File: src/rtl/cla_pkg.sv
// rtl/cla_pkg.sv - shared configuration helpers for the pipelined carry-lookahead adder
//
// Purpose: derives the pipeline depth from the operand/grouping parameters and
// validates that the operand width splits evenly into lookahead stages.
// Ports: none (package).

package cla_pkg;

  // Pipeline depth: one stage per GROUP*GROUPS_PER_STAGE operand bits.
  function automatic int calc_stages(input int width, input int group, input int gps);
    return width / (group * gps);
  endfunction

  // Legal configuration: at least one bit per group, at least one group per
  // stage, and the operand width is a whole number of stages.
  function automatic bit cfg_ok(input int width, input int group, input int gps);
    if (group < 1 || gps < 1) begin
      return 1'b0;
    end
    return (width >= group * gps) && ((width % (group * gps)) == 0);
  endfunction

endpackage

File: src/rtl/cla_group_gen.sv
// rtl/cla_group_gen.sv - flattened two-level carry-lookahead generator for one group
//
// Purpose: produces every internal carry of a GROUP-bit lookahead group directly
// from the group's propagate/generate terms and its carry in, without rippling.
// Ports:
//   P   in  [GROUP-1:0]  per-bit propagate (a ^ b)
//   G   in  [GROUP-1:0]  per-bit generate  (a & b)
//   Ci  in  1            carry into bit 0 of the group
//   C   out [GROUP:1]    C[i] = carry into bit i; C[GROUP] is the group carry out

module cla_group_gen #(
  parameter int GROUP = 4
) (
  input  logic [GROUP-1:0] P,
  input  logic [GROUP-1:0] G,
  input  logic             Ci,
  output logic [GROUP:1]   C
);

  // Each carry is a sum of products:
  //   C[i] = G[i-1] | P[i-1]G[i-2] | ... | P[i-1..1]G[0] | P[i-1..0]Ci
  // The loops only build the product terms; no term depends on another carry.
  always_comb begin : p_lookahead
    logic acc;
    logic term;
    C    = '0;
    acc  = 1'b0;
    term = 1'b0;
    for (int i = 1; i <= GROUP; i++) begin
      acc = Ci;
      for (int m = 0; m < i; m++) begin
        acc = acc & P[m];
      end
      for (int j = 0; j < i; j++) begin
        term = G[j];
        for (int m = j + 1; m < i; m++) begin
          term = term & P[m];
        end
        acc = acc | term;
      end
      C[i] = acc;
    end
  end

endmodule

File: src/rtl/cla_pipe_adder.sv
// rtl/cla_pipe_adder.sv - pipelined carry-lookahead adder/subtractor with valid/ready
//
// Purpose: adds (SUB=0: A+B+Cin) or subtracts (SUB=1: A+~B+1) WIDTH-bit operands.
// An input capture rank registers the operands with B and the carry already
// resolved for the selected mode; STAGES lookahead ranks follow, each resolving
// GROUP*GROUPS_PER_STAGE bits and registering its carry out. The whole pipeline
// stalls as one when the output is held.
// Ports:
//   clk        in   1      rising-edge clock
//   rst        in   1      synchronous active-high reset
//   in_valid   in   1      operand beat present
//   in_ready   out  1      beat accepted this cycle
//   A, B       in   WIDTH  operands
//   Cin        in   1      carry in (ignored when SUB=1)
//   SUB        in   1      subtract select
//   out_valid  out  1      result beat present
//   out_ready  in   1      downstream accepts the result
//   S          out  WIDTH  sum / difference
//   Cout       out  1      carry out of the MSB (1 = no borrow when subtracting)
//   Ovf        out  1      two's-complement overflow

module cla_pipe_adder
  import cla_pkg::*;
#(
  parameter int WIDTH            = 32,
  parameter int GROUP            = 4,
  parameter int GROUPS_PER_STAGE = 2
) (
  input  logic             clk,
  input  logic             rst,
  input  logic             in_valid,
  output logic             in_ready,
  input  logic [WIDTH-1:0] A,
  input  logic [WIDTH-1:0] B,
  input  logic             Cin,
  input  logic             SUB,
  output logic             out_valid,
  input  logic             out_ready,
  output logic [WIDTH-1:0] S,
  output logic             Cout,
  output logic             Ovf
);

  localparam int WS     = GROUP * GROUPS_PER_STAGE;
  localparam int STAGES = calc_stages(WIDTH, GROUP, GROUPS_PER_STAGE);

  if (!cfg_ok(WIDTH, GROUP, GROUPS_PER_STAGE)) begin : g_cfg_check
    $error("cla_pipe_adder: WIDTH must be a positive multiple of GROUP*GROUPS_PER_STAGE");
  end

  logic advance;

  // Input capture rank: mode already folded into B and the carry.
  logic             in_v_q, in_v_d;
  logic [WIDTH-1:0] in_a_q, in_a_d;
  logic [WIDTH-1:0] in_b_q, in_b_d;
  logic             in_c_q, in_c_d;

  // Lookahead ranks. a/b keep the full word; bits below the resolved boundary
  // are simply no longer looked at downstream.
  logic [STAGES-1:0]            v_q, v_d;
  logic [STAGES-1:0][WIDTH-1:0] a_q, a_d;
  logic [STAGES-1:0][WIDTH-1:0] b_q, b_d;
  logic [STAGES-1:0][WIDTH-1:0] sum_q, sum_d;
  logic [STAGES-1:0]            c_q, c_d;
  logic                         ovf_q, ovf_d;

  // Per-stage inputs (from the previous rank) and results.
  logic [STAGES-1:0]            st_v;
  logic [STAGES-1:0]            st_c;
  logic [STAGES-1:0][WIDTH-1:0] st_a;
  logic [STAGES-1:0][WIDTH-1:0] st_b;
  logic [STAGES-1:0][WIDTH-1:0] st_sum;
  logic [STAGES-1:0][WS-1:0]    slice_sum;
  logic [STAGES-1:0]            st_cout;
  logic                         msb_cin;

  // The last rank's operand copies have no consumer.
  logic unused_tail;
  assign unused_tail = ^{a_q[STAGES-1], b_q[STAGES-1]};

  for (genvar k = 0; k < STAGES; k++) begin : g_stage
    if (k == 0) begin : g_first
      assign st_v[k]   = in_v_q;
      assign st_c[k]   = in_c_q;
      assign st_a[k]   = in_a_q;
      assign st_b[k]   = in_b_q;
      assign st_sum[k] = '0;
    end else begin : g_next
      assign st_v[k]   = v_q[k-1];
      assign st_c[k]   = c_q[k-1];
      assign st_a[k]   = a_q[k-1];
      assign st_b[k]   = b_q[k-1];
      assign st_sum[k] = sum_q[k-1];
    end

    for (genvar j = 0; j < GROUPS_PER_STAGE; j++) begin : g_grp
      localparam int LSB = k * WS + j * GROUP;

      logic [GROUP-1:0] p;
      logic [GROUP-1:0] g;
      logic [GROUP:1]   c;
      logic [GROUP:0]   cv;
      logic             ci;
      logic             co;

      // Group carries chain combinationally inside one stage.
      if (j == 0) begin : g_c0
        assign ci = st_c[k];
      end else begin : g_cn
        assign ci = g_grp[j-1].co;
      end

      assign p  = st_a[k][LSB +: GROUP] ^ st_b[k][LSB +: GROUP];
      assign g  = st_a[k][LSB +: GROUP] & st_b[k][LSB +: GROUP];

      cla_group_gen #(
        .GROUP (GROUP)
      ) u_gen (
        .P  (p),
        .G  (g),
        .Ci (ci),
        .C  (c)
      );

      assign cv = {c, ci};
      assign co = c[GROUP];
      assign slice_sum[k][j*GROUP +: GROUP] = p ^ cv[GROUP-1:0];

      if (j == GROUPS_PER_STAGE - 1) begin : g_stage_co
        assign st_cout[k] = co;
      end
      // Carry into the word MSB lives in the top group of the last stage.
      if (k == STAGES - 1 && j == GROUPS_PER_STAGE - 1) begin : g_msb
        assign msb_cin = cv[GROUP-1];
      end
    end
  end

  assign advance = ~v_q[STAGES-1] | out_ready;

  always_comb begin
    in_v_d = in_valid;
    in_a_d = A;
    in_b_d = SUB ? ~B : B;
    in_c_d = SUB | Cin;
    v_d    = st_v;
    a_d    = st_a;
    b_d    = st_b;
    c_d    = st_cout;
    sum_d  = st_sum;
    for (int k = 0; k < STAGES; k++) begin
      sum_d[k][k*WS +: WS] = slice_sum[k];
    end
    ovf_d  = msb_cin ^ st_cout[STAGES-1];
  end

  always_ff @(posedge clk) begin
    if (rst) begin
      in_v_q <= 1'b0;
      in_a_q <= '0;
      in_b_q <= '0;
      in_c_q <= 1'b0;
      v_q    <= '0;
      a_q    <= '0;
      b_q    <= '0;
      sum_q  <= '0;
      c_q    <= '0;
      ovf_q  <= 1'b0;
    end else if (advance) begin
      in_v_q <= in_v_d;
      in_a_q <= in_a_d;
      in_b_q <= in_b_d;
      in_c_q <= in_c_d;
      v_q    <= v_d;
      a_q    <= a_d;
      b_q    <= b_d;
      sum_q  <= sum_d;
      c_q    <= c_d;
      ovf_q  <= ovf_d;
    end
  end

  assign in_ready  = advance;
  assign out_valid = v_q[STAGES-1];
  assign S         = sum_q[STAGES-1];
  assign Cout      = c_q[STAGES-1];
  assign Ovf       = ovf_q;

endmodule

File: config.mk
export PLATFORM = sky130hd
export DESIGN_NAME = cla_pipe_adder
export DESIGN_NICKNAME = d
export VERILOG_FILES = /design/src/rtl/cla_pkg.sv /design/src/rtl/cla_group_gen.sv /design/src/rtl/cla_pipe_adder.sv
export SDC_FILE = /design/constraint.sdc
export NUM_CORES = 1
export LEC_CHECK = 0
export BUFFER_PORTS_ARGS = -buffer_cell sky130_fd_sc_hd__buf_2
export CAP_MARGIN = 20
export CORE_MARGIN = 3
export CORE_UTILIZATION = 25
export DETAILED_ROUTE_END_ITERATION = 16
export RECOVER_POWER = 50
export SETUP_SLACK_MARGIN = 0.02
export SLEW_MARGIN = 20
export SYNTH_ARGS = -nofsm -noshare
export SYNTH_HDL_FRONTEND = slang
export SYNTH_SLANG_ARGS = --single-unit
File: constraint.sdc
create_clock -name clk -period 2.5 [get_ports clk]
set_clock_uncertainty 0.15 [all_clocks]
set_input_delay 0.25 -clock clk [delete_from_list [all_inputs] [get_ports clk]]
set_output_delay 0.25 -clock clk [all_outputs]
set_load 0.05 [all_outputs]
==> reports/results.txt, run 1 <==
Met3 WL = 1150 µm
Hold slack = 53.0 ps
Mapped Area = 0.0104 mm²
Drt first pass iters = 5
# clock sinks = 251
1st-iter DRT viols = 434
Clock Pin Slew Worst Setup and Hold Paths = 60 ps
Num rows = 74
Design Power = 0.00967 W
Status = completed
CP startpoint kind = register
Power per Cell Area = 735 mW/mm²
Post-synthesis sequential area ratio = 0.483
Sequential Area = 0.00504 mm²
Critical path, cell by cell = ha_4 -> ha_4 -> o211ai_1 -> nand2_1 -> a21o_1 -> ha_2 -> o211a_1 -> or4_4 -> nand3_2
Vias/cell = 4.42
Fin worst setup slack = 71.4 ps
CP endpoint kind = register
Max-cap violations = 0
Global-route usage over all layers = 0.115
Metal2 WL = 11500 µm
Arrival time worst endpoint = 2740 ps
Initial antenna violation count = 3
Top Metal Used = met4
Largest net degree at the start of global routing = 122
Reg2reg path depth = 9
Final period util = 0.971
Layout area overhead = 26.5%
Via count of the first global-routing pass = 8176
Peak supply drop = 0.459 mV
Die Wd = 210 µm
WP buf/inv = 0
Setup Viol. Count Final = 0
Fmax = 412 MHz
RSZ-0062 raised after global routing = true
Slew @ Worst Pin = 1180 ps
Yosys cell types = 35
Required time worst endpoint = 2810 ps
CP max-delay cell = or4_4
WL final = 26200 µm
Insertion delay to the later sink of the worst-skew pair = 550 ps
Vias = 8538
Layout cell share with drive strength beyond 1 = 0.134
Post-synth net total = 1345
Core Region = 0.0410 mm²
Post-Syn Instances = 1227
DIE AREA = 0.0441 mm²
Yosys reg bits = 251
CP max stage delay = 420 ps
Design area = 0.0132 mm²
Clock Path Buffers = 3
I/O pins = 106
PortBufs = 105
DR WL/cell = 13.6 µm
HP Class = in2reg
Slack of the worst reg-to-reg path = 70 ps
Post-DP Area = 0.0113 mm²
Crit path max fanout = 2
Layout fillers = 4311
Gr ovfl total = 0
CTS Buf Count = 28
Clk root buf = clkbuf_16
Post-synth EDFFs = 0
Top delay family on crit path = compound AO/OA/AOI/OAI gates
Final min period = 2430 ps
Synth Flop Type = dfxtp_1
Routability cong. = 0.783
Asr flop ratio synth = 0
WP depth = 9
Slew margin rel. = 0.214
Antenna viol nets, final = 0
Yosys warnings = 0
Die Ht = 210 µm
Leak Pwr = 5.15 nW
Nets = 1491
Dpl ws = -58.1 ps
Met1 WL = 12900 µm
H-tree depth = 1
Final hold viol count = 0
Final Max Tran Viols = 0
DRC = 0
Area of the multi-input gates = 0.00487 mm²
CTS tree = done
Most Frequent Cell on Critical Path = ha_4
DP HPWL = 17700 µm
Post-Syn Area per Cell = 8.48 µm²
Worst setup path class = reg2reg
Core Util, Final = 0.321
First-pass GRT wire length = 42300 µm
Worst hold path depth = 2
Initial Utilization = 0.254
==> per-layer routing <==
metal / vias to the layer above / GRT usage
li1: 4420 / -
met1: 3952 / 0.162
met2: 135 / 0.183
met3: 31 / 0.0226
met4: 0 / 0.0267
met5: - / 0
==> what timing repair did <==
item                                    4_1_cts  5_1_grt
hold endpoints to repair                     66        0
hold buffers                                 66        0
endpoints found under the setup margin        7       14
gates resized for setup                       8       29
pin swaps                                    14       36
buffers inserted                              2        4
==> sequential cells by signal, summed over array words and instances, names as in the netlist <==
signal	flops
Ovf	1
c_q	4
S	32
st_sum	48
b_d	48
v_q	4
in_a_q	32
in_b_q	32
a_d	48
g_stage.g_grp.ci	1
in_v_q	1
==> power by group <==
group	internal, W	leakage [nW]	switching (W)	total, W
logic	0.000336	2.57	0.000400	0.000736
registers	0.00420	2.06	0.000118	0.00432
clock network	0.00294	0.522	0.00168	0.00461
total	0.00747	5.15	0.00220	0.00967
==> kinds of logic (layout without fill, tap and decap cells) <==
logic type      after synthesis  after routing  share of synthesized area
simple gates                482            482                      0.187
compound gates              295            295                      0.171
flops                       251            251                      0.483
buf+inv                     111            279                     0.0613
fa+ha+maj                    48             48                     0.0635
xor+xnor                     40             40                     0.0337
other cells                   0              3                          0
==> layout by cell type (no fill, tap or decap), types with 11 or more instances in the layout <==
cell	Yosys	layout
buf_2	64	69
xnor2_1	39	39
clkbuf_16	0	28
a21oi_1	193	193
nor2_1	55	55
a211oi_1	42	42
dfxtp_1	251	243
o211ai_1	15	15
inv_1	18	18
buf_4	5	30
clkbuf_1	7	39
ha_1	40	29
nand3_1	13	11
nand2_1	380	380
dlygate4sd3_1	0	66
==> synth_stat cells, drive strengths merged, types with 10 or more instances <==
master	count	share of area
inv	19	0.0071
a21oi	193	0.093
nand2	380	0.14
o211ai	15	0.011
buf	85	0.052
ha	40	0.048
o21ai	10	0.0048
nor2	55	0.020
a211oi	42	0.030
xnor2	39	0.033
nand3	13	0.0063
dfxtp	251	0.48
==> worst paths after layout <==
| kind | startpoint | end |
|---|---|---|
| hold / removal | rst | in_a_q[7] |
| hold reg to reg | in_b_q[8] | b_d[40] |
| setup reg to reg | b_d[40] | st_sum[79] |
| setup / recovery | b_d[40] | st_sum[79] |
==> cell type report <==
cell class | count | area share
Multi-Input combinational cell | 865 | 0.370
Inverter | 19 | 0.00599
Timing Repair Buffer | 208 | 0.109
Tap cell | 532 | 0.0506
Sequential cell | 251 | 0.383
Antenna cell | 3 | 0.000570
Clock buffer | 35 | 0.0590
Clock inverter | 17 | 0.0223
==> per-stage QoR <==
step	TNS, ps	instances
2_1_floorplan	0	1227
3_3_place_gp	-45.2	1803
3_5_place_dp	-86.3	1803
4_1_cts	0	1923
5_1_grt	-137	1930
6_report	0	1930
(Power assumes the default switching activity.)
==> run 2: changes to the inputs <==
--- a/config.mk
+++ b/config.mk
@@ -10,9 +10,9 @@
 export CORE_MARGIN = 3
 export CORE_UTILIZATION = 25
 export DETAILED_ROUTE_END_ITERATION = 16
-export RECOVER_POWER = 50
+export RECOVER_POWER = 100
 export SETUP_SLACK_MARGIN = 0.02
-export SLEW_MARGIN = 20
+export SLEW_MARGIN = 25
 export SYNTH_ARGS = -nofsm -noshare
 export SYNTH_HDL_FRONTEND = slang
 export SYNTH_SLANG_ARGS = --single-unit
==> reports/results.txt, run 2 (synthesis gave the netlist of run 1 again) <==
DIE AREA = 0.0441 mm² (unchanged)
Worst setup path endpoint = st_sum[79] (unchanged)
First-pass GRT wire length = 42300 µm (unchanged)
Clock Pin Slew Worst Setup and Hold Paths = 60 ps (about the same)
Critical path, cell by cell = ha_4 -> ha_4 -> o211ai_1 -> nand2_1 -> a21o_1 -> ha_2 -> o211a_1 -> or4_4 -> nand3_2 (unchanged)
Final hold viol count = 0 (unchanged)
Max-cap violations = 0 (unchanged)
Num rows = 74 (unchanged)
Hold Path Origin = rst (unchanged)
Commonest non-fill, non-tap cell in the layout = nand2_1 (unchanged)
CP endpoint kind = register (unchanged)
Layout cell share with drive strength beyond 1 = 0.132 (was 0.134)
CTS tree = done (unchanged)
Power per Cell Area = 737 mW/mm² (was 735 mW/mm²)
Global-route usage over all layers = 0.115 (unchanged)
Slack of the worst reg-to-reg path = 80 ps (was 70 ps)
Final Max Tran Viols = 0 (unchanged)
Antenna viol nets, final = 0 (unchanged)
Status = completed (unchanged)
Die Wd = 210 µm (unchanged)
Required time worst endpoint = 2810 ps (about the same)
Drt first pass iters = 5 (unchanged)
Fmax = 413 MHz (was 412 MHz)
R2r endpoint = st_sum[79] (unchanged)
Routability cong. = 0.783 (unchanged)
1st-iter DRT viols = 418 (was 434)
Setup Viol. Count Final = 0 (unchanged)
Initial Utilization = 0.254 (unchanged)
Post-route insts no fill = 1930 (unchanged)
Nets = 1491 (unchanged)
Gr ovfl total = 0 (unchanged)
RSZ-0062 raised after global routing = true (unchanged)
Peak supply drop = 0.458 mV (was 0.459 mV)
Placed Cells = 1803 (unchanged)
DRC = 0 (unchanged)
Most Frequent Cell on Critical Path = ha_4 (unchanged)
WL final = 26300 µm (was 26200 µm)
CP startpoint kind = register (unchanged)
Crit path max fanout = 2 (unchanged)
Vias/cell = 4.41 (was 4.42)
Slew @ Worst Pin = 1170 ps (was 1180 ps)
Final period util = 0.969 (was 0.971)
Layout area overhead = 26.2% (was 26.5%)
DP HPWL = 17700 µm (unchanged)
CP max-delay cell = or4_4 (unchanged)
Initial antenna violation count = 3 (unchanged)
Design Power = 0.00968 W (was 0.00967 W)
Worst setup path class = reg2reg (unchanged)
Vias = 8502 (was 8538)
Die Ht = 210 µm (unchanged)
Clock Path Buffers = 3 (unchanged)
Crit path from = b_d[40] (unchanged)
Largest net degree at the start of global routing = 122 (unchanged)
Slew margin rel. = 0.220 (was 0.214)
DR WL/cell = 13.6 µm (about the same)
Arrival time worst endpoint = 2740 ps (about the same)
Reg2reg path depth = 9 (unchanged)
Worst r2r src = b_d[40] (unchanged)
CP max stage delay = 420 ps (about the same)
Highest-count cells in the layout ignoring fill and taps = 380 x nand2_1, 243 x dfxtp_1, 193 x a21oi_1 (unchanged)
Final min period = 2420 ps (was 2430 ps)
HP Class = in2reg (unchanged)
# clock sinks = 251 (unchanged)
Insertion delay to the later sink of the worst-skew pair = 550 ps (about the same)
Leak Pwr = 5.14 nW (was 5.15 nW)
PortBufs = 105 (unchanged)
Clk root buf = clkbuf_16 (unchanged)
H-tree depth = 1 (unchanged)
CTS Buf Count = 28 (unchanged)
I/O pins = 106 (unchanged)
Core Region = 0.0410 mm² (unchanged)
Via count of the first global-routing pass = 8176 (unchanged)
run 2: power breakdown:
group	switching (W)	internal, W	leakage (nW)	total [W]
logic	0.000399	0.000334	2.56	0.000733
clock network	0.00169	0.00294	0.522	0.00462
registers	0.000119	0.00420	2.06	0.00432
run 2: critical path, delay by kind of cell, from the launching register on:
family	cells	cell delay [ps]
compound gates	3	670
fa+ha+maj	3	570
flops	1	340
simple gates	3	610
run 2: per-layer routing:
layer  vias up  share of wire  track usage
met2       139           0.44        0.183
met5         -              0            0
li1       4416              -            -
met4         0          0.023       0.0267
met1      3912           0.50        0.162
met3        35          0.042       0.0226
run 2: per-stage QoR:
stage | utilization | setup TNS [ps] | instance area, µm² | hold WS [ps] | setup slack (ps)
finish | 0.320 | 0 | 13100 | 42.1 | 76.9
global route | 0.320 | -137 | 13100 | 51.7 | -75.9
CTS | 0.319 | 0 | 13100 | 20.8 | 24.3
detailed placement | 0.276 | -86.3 | 11300 | 294 | -58.1
global placement | 0.276 | -45.2 | 11300 | 289 | -45.2
floorplan | - | 0 | 10400 | 240 | 71.0
run 2: final cells by class:
cell class,count,area (µm²)
Timing Repair Buffer,208,1420
Clock buffer,35,777
Multi-Input combinational cell,865,4850
Antenna cell,3,7.51
Clock inverter,17,294
Fill cell,4315,27900
Inverter,19,78.8
Sequential cell,251,5040
Tap cell,532,666
run 2: timing repair:
item                                   4_1_cts  5_1_grt
resized for setup                            8       29
setup buffers                                2        4
hold buffers                                66        0
endpoints found under the hold margin       66        0
cloned                                       0        0
setup endpoints to repair                    7       14
pin swaps                                   14       36
run 2: how the worst min path moves through the flow:
stage / to / slack (ps) / cells after the start
global placement: st_sum[110] / 290 / 2
finish: b_d[62] / 40 / 2
detailed placement: S[25] / 290 / 2
CTS: in_a_q[7] / 20 / 2
floorplan: in_a_q[0] / 240 / 2
global route: in_a_q[7] / 50 / 2
